--- src/rtl/trace_pkg.sv ---
// trace_pkg: shared definitions for debug_trace_buffer.
//   trace_state_e - capture FSM state encoding (IDLE, ARMED, CAPTURE, DONE)
//   MODE_ONESHOT  - stop capturing once the buffer is full
//   MODE_RING     - keep capturing, overwriting the oldest entry
package trace_pkg;

    typedef enum logic [1:0] {
        StIdle    = 2'd0,
        StArmed   = 2'd1,
        StCapture = 2'd2,
        StDone    = 2'd3
    } trace_state_e;

    localparam logic MODE_ONESHOT = 1'b0;
    localparam logic MODE_RING    = 1'b1;

endpackage

--- src/rtl/trace_ram.sv ---
// trace_ram: DEPTH x DATA_WIDTH storage for the trace buffer.
//   clk_i   - write clock
//   we_i    - write enable
//   waddr_i - write address
//   wdata_i - write data
//   raddr_i - read address (asynchronous read)
//   rdata_o - read data, combinational from raddr_i
// Contents are intentionally not reset.
module trace_ram #(
    parameter int unsigned DATA_WIDTH = 32,
    parameter int unsigned DEPTH      = 16
) (
    input  logic                     clk_i,
    input  logic                     we_i,
    input  logic [$clog2(DEPTH)-1:0] waddr_i,
    input  logic [DATA_WIDTH-1:0]    wdata_i,
    input  logic [$clog2(DEPTH)-1:0] raddr_i,
    output logic [DATA_WIDTH-1:0]    rdata_o
);

    logic [DATA_WIDTH-1:0] mem_q [DEPTH];

    always_ff @(posedge clk_i) begin
        if (we_i) begin
            mem_q[waddr_i] <= wdata_i;
        end
    end

    assign rdata_o = mem_q[raddr_i];

endmodule

--- src/rtl/debug_trace_buffer.sv ---
// debug_trace_buffer: triggered capture of a debug word into a small buffer,
// then show-ahead readout oldest first.
//   clk, reset       - clock, asynchronous active-high reset
//   start, mode      - arm request (IDLE only); mode 0 one-shot, 1 ring
//   trigger          - opens the capture window (ARMED only)
//   stop             - closes the window early (CAPTURE only)
//   debug_in         - word to record, qualified by sample_valid
//   rd_ready         - consumer accepts rd_data (DONE only)
//   rd_valid/rd_data - unread entry available / oldest unread entry
//   rd_last          - rd_data is the final entry
//   busy, done       - ARMED or CAPTURE / one-cycle pulse on entering DONE
//   overflow, count  - ring overwrote data / entries held
module debug_trace_buffer
    import trace_pkg::*;
#(
    parameter int unsigned DATA_WIDTH = 32,
    parameter int unsigned DEPTH      = 16,
    parameter int unsigned MAX_CYCLES = 10
) (
    input  logic                       clk,
    input  logic                       reset,
    input  logic                       start,
    input  logic                       mode,
    input  logic                       trigger,
    input  logic                       stop,
    input  logic [DATA_WIDTH-1:0]      debug_in,
    input  logic                       sample_valid,
    input  logic                       rd_ready,
    output logic                       rd_valid,
    output logic [DATA_WIDTH-1:0]      rd_data,
    output logic                       rd_last,
    output logic                       busy,
    output logic                       done,
    output logic                       overflow,
    output logic [$clog2(DEPTH+1)-1:0] count
);

    localparam int unsigned PtrW = $clog2(DEPTH);
    localparam int unsigned CntW = $clog2(DEPTH + 1);
    localparam logic [CntW-1:0] CntFull = CntW'(DEPTH);
    localparam logic [31:0]     WinLen  = 32'(MAX_CYCLES);

    trace_state_e    state_q, state_d;
    logic            mode_q, mode_d;
    logic [PtrW-1:0] wr_ptr_q, wr_ptr_d;
    logic [PtrW-1:0] rd_ptr_q, rd_ptr_d;
    logic [CntW-1:0] count_q, count_d;
    logic [31:0]     cyc_q, cyc_d;
    logic            overflow_q, overflow_d;
    logic            done_q, done_d;
    logic            ram_we;
    logic            in_window;
    logic            stop_hit;

    always_comb begin
        state_d    = state_q;
        mode_d     = mode_q;
        wr_ptr_d   = wr_ptr_q;
        rd_ptr_d   = rd_ptr_q;
        count_d    = count_q;
        cyc_d      = cyc_q;
        overflow_d = overflow_q;
        done_d     = 1'b0;
        ram_we     = 1'b0;
        in_window  = 1'b0;
        stop_hit   = 1'b0;

        unique case (state_q)
            StIdle: begin
                if (start) begin
                    mode_d     = mode;
                    wr_ptr_d   = '0;
                    rd_ptr_d   = '0;
                    count_d    = '0;
                    cyc_d      = '0;
                    overflow_d = 1'b0;
                    state_d    = StArmed;
                end
            end
            // The trigger cycle is itself window cycle 1.
            StArmed: in_window = trigger;
            StCapture: begin
                in_window = 1'b1;
                stop_hit  = stop;
            end
            StDone: begin
                if (count_q == '0) begin
                    state_d = StIdle;
                end else if (rd_ready) begin
                    rd_ptr_d = rd_ptr_q + PtrW'(1);
                    count_d  = count_q - CntW'(1);
                    if (count_q == CntW'(1)) begin
                        state_d = StIdle;
                    end
                end
            end
            default: state_d = StIdle;
        endcase

        if (in_window) begin
            cyc_d = cyc_q + 32'd1;
            if (sample_valid) begin
                ram_we   = 1'b1;
                wr_ptr_d = wr_ptr_q + PtrW'(1);
                if (count_q == CntFull) begin
                    // Only reachable in ring mode: the newest word lands on the
                    // oldest, so the read pointer moves past it.
                    rd_ptr_d   = rd_ptr_q + PtrW'(1);
                    overflow_d = 1'b1;
                end else begin
                    count_d = count_q + CntW'(1);
                end
            end
            if (cyc_d >= WinLen || stop_hit ||
                (mode_q == MODE_ONESHOT && count_d == CntFull)) begin
                state_d = StDone;
                done_d  = 1'b1;
            end else begin
                state_d = StCapture;
            end
        end
    end

    always_ff @(posedge clk or posedge reset) begin
        if (reset) begin
            state_q    <= StIdle;
            mode_q     <= MODE_ONESHOT;
            wr_ptr_q   <= '0;
            rd_ptr_q   <= '0;
            count_q    <= '0;
            cyc_q      <= '0;
            overflow_q <= 1'b0;
            done_q     <= 1'b0;
        end else begin
            state_q    <= state_d;
            mode_q     <= mode_d;
            wr_ptr_q   <= wr_ptr_d;
            rd_ptr_q   <= rd_ptr_d;
            count_q    <= count_d;
            cyc_q      <= cyc_d;
            overflow_q <= overflow_d;
            done_q     <= done_d;
        end
    end

    trace_ram #(
        .DATA_WIDTH(DATA_WIDTH),
        .DEPTH     (DEPTH)
    ) u_ram (
        .clk_i  (clk),
        .we_i   (ram_we),
        .waddr_i(wr_ptr_q),
        .wdata_i(debug_in),
        .raddr_i(rd_ptr_q),
        .rdata_o(rd_data)
    );

    assign rd_valid = (state_q == StDone) && (count_q != '0);
    assign rd_last  = rd_valid && (count_q == CntW'(1));
    assign busy     = (state_q == StArmed) || (state_q == StCapture);
    assign done     = done_q;
    assign overflow = overflow_q;
    assign count    = count_q;

endmodule

--- config.mk ---
export PLATFORM = sky130hd
export DESIGN_NAME = debug_trace_buffer
export DESIGN_NICKNAME = d
export VERILOG_FILES = /design/src/rtl/trace_pkg.sv /design/src/rtl/trace_ram.sv /design/src/rtl/debug_trace_buffer.sv
export SDC_FILE = /design/constraint.sdc
export NUM_CORES = 1
export LEC_CHECK = 0
export ABC_AREA = 1
export ABC_CLOCK_PERIOD_IN_PS = 7540
export CAP_MARGIN = 10
export CORE_ASPECT_RATIO = 0.75
export CORE_UTILIZATION = 55
export DETAILED_ROUTE_END_ITERATION = 8
export PLACE_DENSITY = 0.76
export SYNTH_ARGS = -nofsm -noshare
export SYNTH_HDL_FRONTEND = slang
export SYNTH_SLANG_ARGS = --single-unit
export TNS_END_PERCENT = 30
--- constraint.sdc ---
create_clock -name clk -period 7.54 [get_ports clk]
set_input_delay 0.754 -clock clk [delete_from_list [all_inputs] [get_ports clk]]
set_output_delay 0.754 -clock clk [all_outputs]
set_load 0.05 [all_outputs]
**Yosys cells after proc, flatten, opt, wreduce, memory -nomap -nowiden**

Memories as Yosys holds them, arrays and structs flattened.
Index checks and enable logic that the tools add are counted.

- Output and inout port bits: 42
- Register bits: 50
- RAM bits: 512
- Word-level logic and storage cells: 82
- Memories kept: 1

Memory list:

| memory | words | bits a word | read ports | clocked after memory_dff | write ports | line | RTL |
|---|---|---|---|---|---|---|---|
| u_ram.mem_q | 16 | 32 | 1 | 0 | 1 | trace_ram.sv:21 | `logic [DATA_WIDTH-1:0] mem_q [DEPTH];` |

- Bitwise gates (word level): 1
- Equality and inequality tests: 9
- Reduce and logical (&&, ||, !) cells: 15
- Mux-type cells: 42
- $lt $le $gt $ge: 1
- $add $sub $neg: 5

Operators with widths:

| operator | count |
|---|---|
| two-way mux 32 bit | 3 |
| two-way mux 4 bit | 10 |
| two-way mux 5 bit | 7 |
| adder 32 x 1 -> 32 bit (second input constant) | 1 |
| >= comparator 32 x 4 -> 1 bit (second input constant) | 1 |
| two-way mux 1 bit | 13 |
| equality test 5 bit (second input constant) | 2 |
| two-way mux 2 bit | 5 |
| one-hot mux 5 bit (2 select lines) | 1 |
| adder 4 x 1 -> 4 bit (second input constant) | 2 |
| inequality test 4 bit (second input constant) | 2 |
| one-hot mux 4 bit (2 select lines) | 1 |
| adder 5 x 1 -> 5 bit (second input constant) | 1 |
| equality test 5 x 1 -> 1 bit (second input constant) | 1 |
| zero test 5 bit | 1 |
| nonzero test 5 bit | 1 |
| subtractor 5 x 1 -> 5 bit (second input constant) | 1 |
| equality test 2 bit (second input constant) | 2 |
| one-hot mux 2 bit (2 select lines) | 1 |
| AND reduction 2 bit | 2 |
| AND reduction 4 bit | 1 |
| nonzero test 2 bit | 2 |
| logical AND 1 bit | 3 |
| logical OR 1 bit | 3 |
| other kinds (6) | 6 |

**Depth between registers and ports, before layout**

- Word-level depth: 12
- Mapped depth: 16

**Cells and area by module**

From an unflattened synthesis, not the netlist that was laid out.

- Cell total of the unflattened synthesis: 2601
- Area total of the unflattened synthesis: 25542.0 µm²

By module, submodules not included:

| module | cells each | area each (µm²) | seq. area each (µm²) | times used |
|---|---|---|---|---|
| trace_ram | 2088 | 22089.9 | 15374.7 | 1 |
| debug_trace_buffer | 513 | 3452.1 | 1251.2 | 1 |

**Least setup slack after synthesis**

No wires, ideal clock.

- Path type: reg2reg
- Start: register state_q[0]
- End: memory u_ram.mem_q[11][0] (enable)
- Period minus slack after synthesis: 3655 ps
- Data arrival time: 3234 ps
- Setup slack: 3885 ps
- Setup time: 421 ps
- Data required time: 7119 ps
- Path buffers: 0
- Stages on the path, launching flop included: 9
- Path through: dfrtp_1 inv_1 ha_1 inv_1 a21oi_2 inv_2 nor2_2 nand2_1 nor2_1

- Word-level cells in the longest chain between the ends: 5
- Elaborated cells between the ends (all ways): 6

RTL lines:

| element | line | RTL |
|---|---|---|
| start: declaration | debug_trace_buffer.sv:43 | `trace_state_e state_q, state_d;` |
| start signal: assignment | debug_trace_buffer.sv:126 | `state_q <= StIdle;` |
| start signal: assignment | debug_trace_buffer.sv:135 | `state_q <= state_d;` |
| equality test 2 bit or equality test 2 x 1 -> 1 bit (tied branches) | debug_trace_buffer.sv:68 | `unique case (state_q)` |
| one-hot mux 1 bit (2 select lines) * | debug_trace_buffer.sv:68 |  |
| two-way mux 1 bit * | debug_trace_buffer.sv:100 | `if (in_window) begin` |
| two-way mux 1 bit * | trace_ram.sv:24 | `if (we_i) begin` |
| two-way mux 1 bit (implied by the code) * | trace_ram.sv:25 | `mem_q[waddr_i] <= wdata_i;` |
| end: declaration | trace_ram.sv:21 |  |

Every way passes the cells marked *; elsewhere a longest branch is shown, timed or not.

**Worst setup path after layout**

- Start: register rd_ptr_q[0]
- End: output port rd_data[30]

- Word-level cells in the longest chain between the ends: 1

RTL lines:

| element | line | RTL |
|---|---|---|
| start: declaration | debug_trace_buffer.sv:46 | `logic [PtrW-1:0] rd_ptr_q, rd_ptr_d;` |
| start signal: assignment | debug_trace_buffer.sv:138 | `rd_ptr_q <= rd_ptr_d;` |
| memory (16 x 32 bit) | n/a |  |
| end: declaration | debug_trace_buffer.sv:30 | `output logic [DATA_WIDTH-1:0] rd_data,` |

No other way between the ends.

==> run metrics <==
clock slew at reported path FFs=around 70 ps; Placer Congestion=0.868; Max clock buf depth=3; Resized cells post-CTS=0; Register Area=approximately 17000 µm²; Worst Tran Pin Value=1130 ps; fin nets=around 2000; Setup Skew=about 29 ps; Sw Share=a little over a third; Design Area, Final=about 26000 µm²; biggest area consumer among synthesized cells=edfxtp_1; input/output buffers=81; share of cells above drive strength 1=~7.0%; flops & latches, synth=roughly 560; vias=about 16000; minimum clock period=approximately 5700 ps; Initial DRC Count=1950; Chip Width=around 240 µm; clock share of power=around 30%; Num CTS Buffers=51; largest net degree at the start of global routing=124; Synth area leaders=edfxtp_1 66%, o21ai_0 6.3%, nor2_1 5.4%, dfrtp_1 5.4%, o221ai_1 3.7%; Finish-stage setup viols=0; Slew Limit Fails=0; Mapped Cells=~1900; most common cell in the netlist=edfxtp_1; clock latency on the worst-skew pair=a little over 600 ps; Fin Setup TNS=0 ps; first-pass GRT wire length=around 86000 µm; critical setup path kind=register to output port; CTS tree=done; top cells by count, synth=512 x edfxtp_1, 334 x nor2_1, 290 x o21ai_0; area occupied by multi-input gates=a little under 6000 µm²; top-area cell type share of the netlist area=around 66%; placed cell area=roughly 25000 µm²; Post-Route WL=about 56000 µm; Global Route Usage Sum=a little over a quarter; CTS Root Cell=clkbuf_16; routed length per instance=approximately 22 µm; Area Overhead vs Synth=13.3%; Final Hold Viols=0; core area=41200 µm²; # fillers=between 2000 and 3000; arrival time at the worst endpoint=4950 ps; worst endpoint required time=slightly below 7000 ps; die height=~180 µm; num rows=64; syn avg cell area=about 12 µm²; CTS H-tree depth=2; initial antenna violation count=1; total iterations of the first detailed-routing run=5; Hold Crit Class=register to register; IO Pins=82; post-synthesis async set-or-reset flop share=under 10%; Period Utilization, post-route=75.6%; yosys warns=0; Peak VDD IR=241 µV; Flop pwr share=between 40% and 50%; ys flop type=edfxtp_1; static leakage=between 0.008 and 0.009 µW; Post-Syn Area=23200 µm²; initial core utilization=56.3%; total gr overflow=0; f_max=approximately 180 MHz; sequential share of the synthesized area=71.7%; clock sinks=between 500 and 600; Int Pwr=between 5000 and 6000 µW; number of buffers added for setup after CTS=0; EDFF count, synth=between 500 and 600; Yosys cell types=31; Max transition margin=24.8%; # hold bufs at CTS=0; max cap viols=0; Logic pwr share=between 20 and 30%; hpwl dp=between 20000 and 30000 µm; startpoint types=register; RSZ-0062 raised after global routing=false; die area=about 43000 µm²; vias in the first global route=roughly 15000; switching pwr=roughly 3200 µW; Power Density=approximately 340 nW/µm²; crit-path max FO=100; status=complete, no violations; R2R setup slack=between 3000 and 4000 ps; Crit. End Element=output port; Vias/cell=~6.2; Final ANT Viol Nets=0; drt drc=0; syn_nets=slightly below 2000
==> path summary, 6_finish.rpt <==
check                                 endpoint   startpoint  cells past startpoint
setup / recovery                   rd_data[30]  rd_ptr_q[0]                      7
hold / removal                        overflow     overflow                      2
setup reg to reg           u_ram.mem_q[10][27]   state_q[0]                     10
hold reg to reg                       overflow     overflow                      2
max in group asynchronous          rd_ptr_q[0]        reset                      3
min in group asynchronous               mode_q        reset                      3
==> metal layers <==
metal	routed length (µm)	global-route usage (%)	vias up	share of wire [%]
li1	-	-	7104	-
met1	23600	37.7	7723	42
met2	26400	40.7	843	47
met3	5070	3.72	101	9.0
met4	1480	8.97	0	2.6
met5	0	0	-	0
==> kinds of logic after synthesis <==
family	count (synthesis)	share of synthesized area, %
XOR/XNOR	8	0.302
AND/OR/NAND/NOR	658	11.5
flip-flops	562	71.7
AO/OA/AOI/OAI	480	12.6
adder cells (fa/ha/maj)	15	0.810
buffers and inverters	186	3.06
==> placed cells by master (no fill, tap or decap), types with 2 or more instances in the layout <==
cell type        instances
nand2_2                  3
nand3b_1                 2
clkbuf_1                 9
o21ai_0                290
o221ai_1                99
inv_1                   65
nand2_1                216
clkbuf_16               53
o21ai_1                  2
inv_2                    3
o211ai_1                30
nor2_1                 318
a21oi_1                  9
clkdlybuf4s50_1         81
diode_2                  2
nand3_1                 77
xor2_1                   7
clkinv_2                10
ha_1                    15
dfrtp_1                 46
dfrtp_4                  3
clkinv_1                12
nor2_4                  21
buf_4                   27
nor2_2                   4
edfxtp_1               512
bufinv_16                6
o22ai_1                 44
nand4_1                 13
a31oi_1                  5
==> sequential cells by signal, indices dropped and copies added, names as in the netlist <==
name	cells
rd_ptr_q	4
u_ram.mem_q	512
done	1
mode_q	1
count	5
cyc_q	32
overflow	1
wr_ptr_q	4
state_q	2
==> worst max-delay path, cell delays in order (launching register included) <==
cell and delay (ps):
dfrtp_4 980, buf_4 770, buf_4 870, o21ai_0 250, o221ai_1 240, nand3_1 120
nand2_1 190, clkdlybuf4s50_1 830
==> per-stage QoR <==
stage	std cells	util (%)	power, µW	setup WS [ps]	hold WS (ps)
after floorplan	1909	-	5570	3880	481
after global placement	2464	59.8	6290	2740	502
after detailed placement	2464	59.8	6360	2620	504
after CTS	2555	63.8	8940	1930	521
after global routing	2556	63.8	9330	1660	537
final	2557	63.8	8950	1840	503
==> area by class of cell <==
cell class,count,area share [%]
Tap cell,561,2.67
Multi-Input combinational cell,1161,22.7
Timing Repair Buffer,108,3.86
Clock buffer,62,5.18
Antenna cell,2,0.0191
Clock inverter,29,1.16
Inverter,72,1.05
Sequential cell,562,63.3
==> power by group through the flow <==
stage          logic (µW)  registers, µW  clock network (µW)
3_3_place_gp         2510           3770                   0
3_5_place_dp         2580           3780                   0
5_1_grt              2840           3740                2750
4_1_cts              2590           3710                2640
6_report             2620           3720                2620
2_1_floorplan        1840           3720                   0
Note: power is estimated with default switching activity, not from simulation.
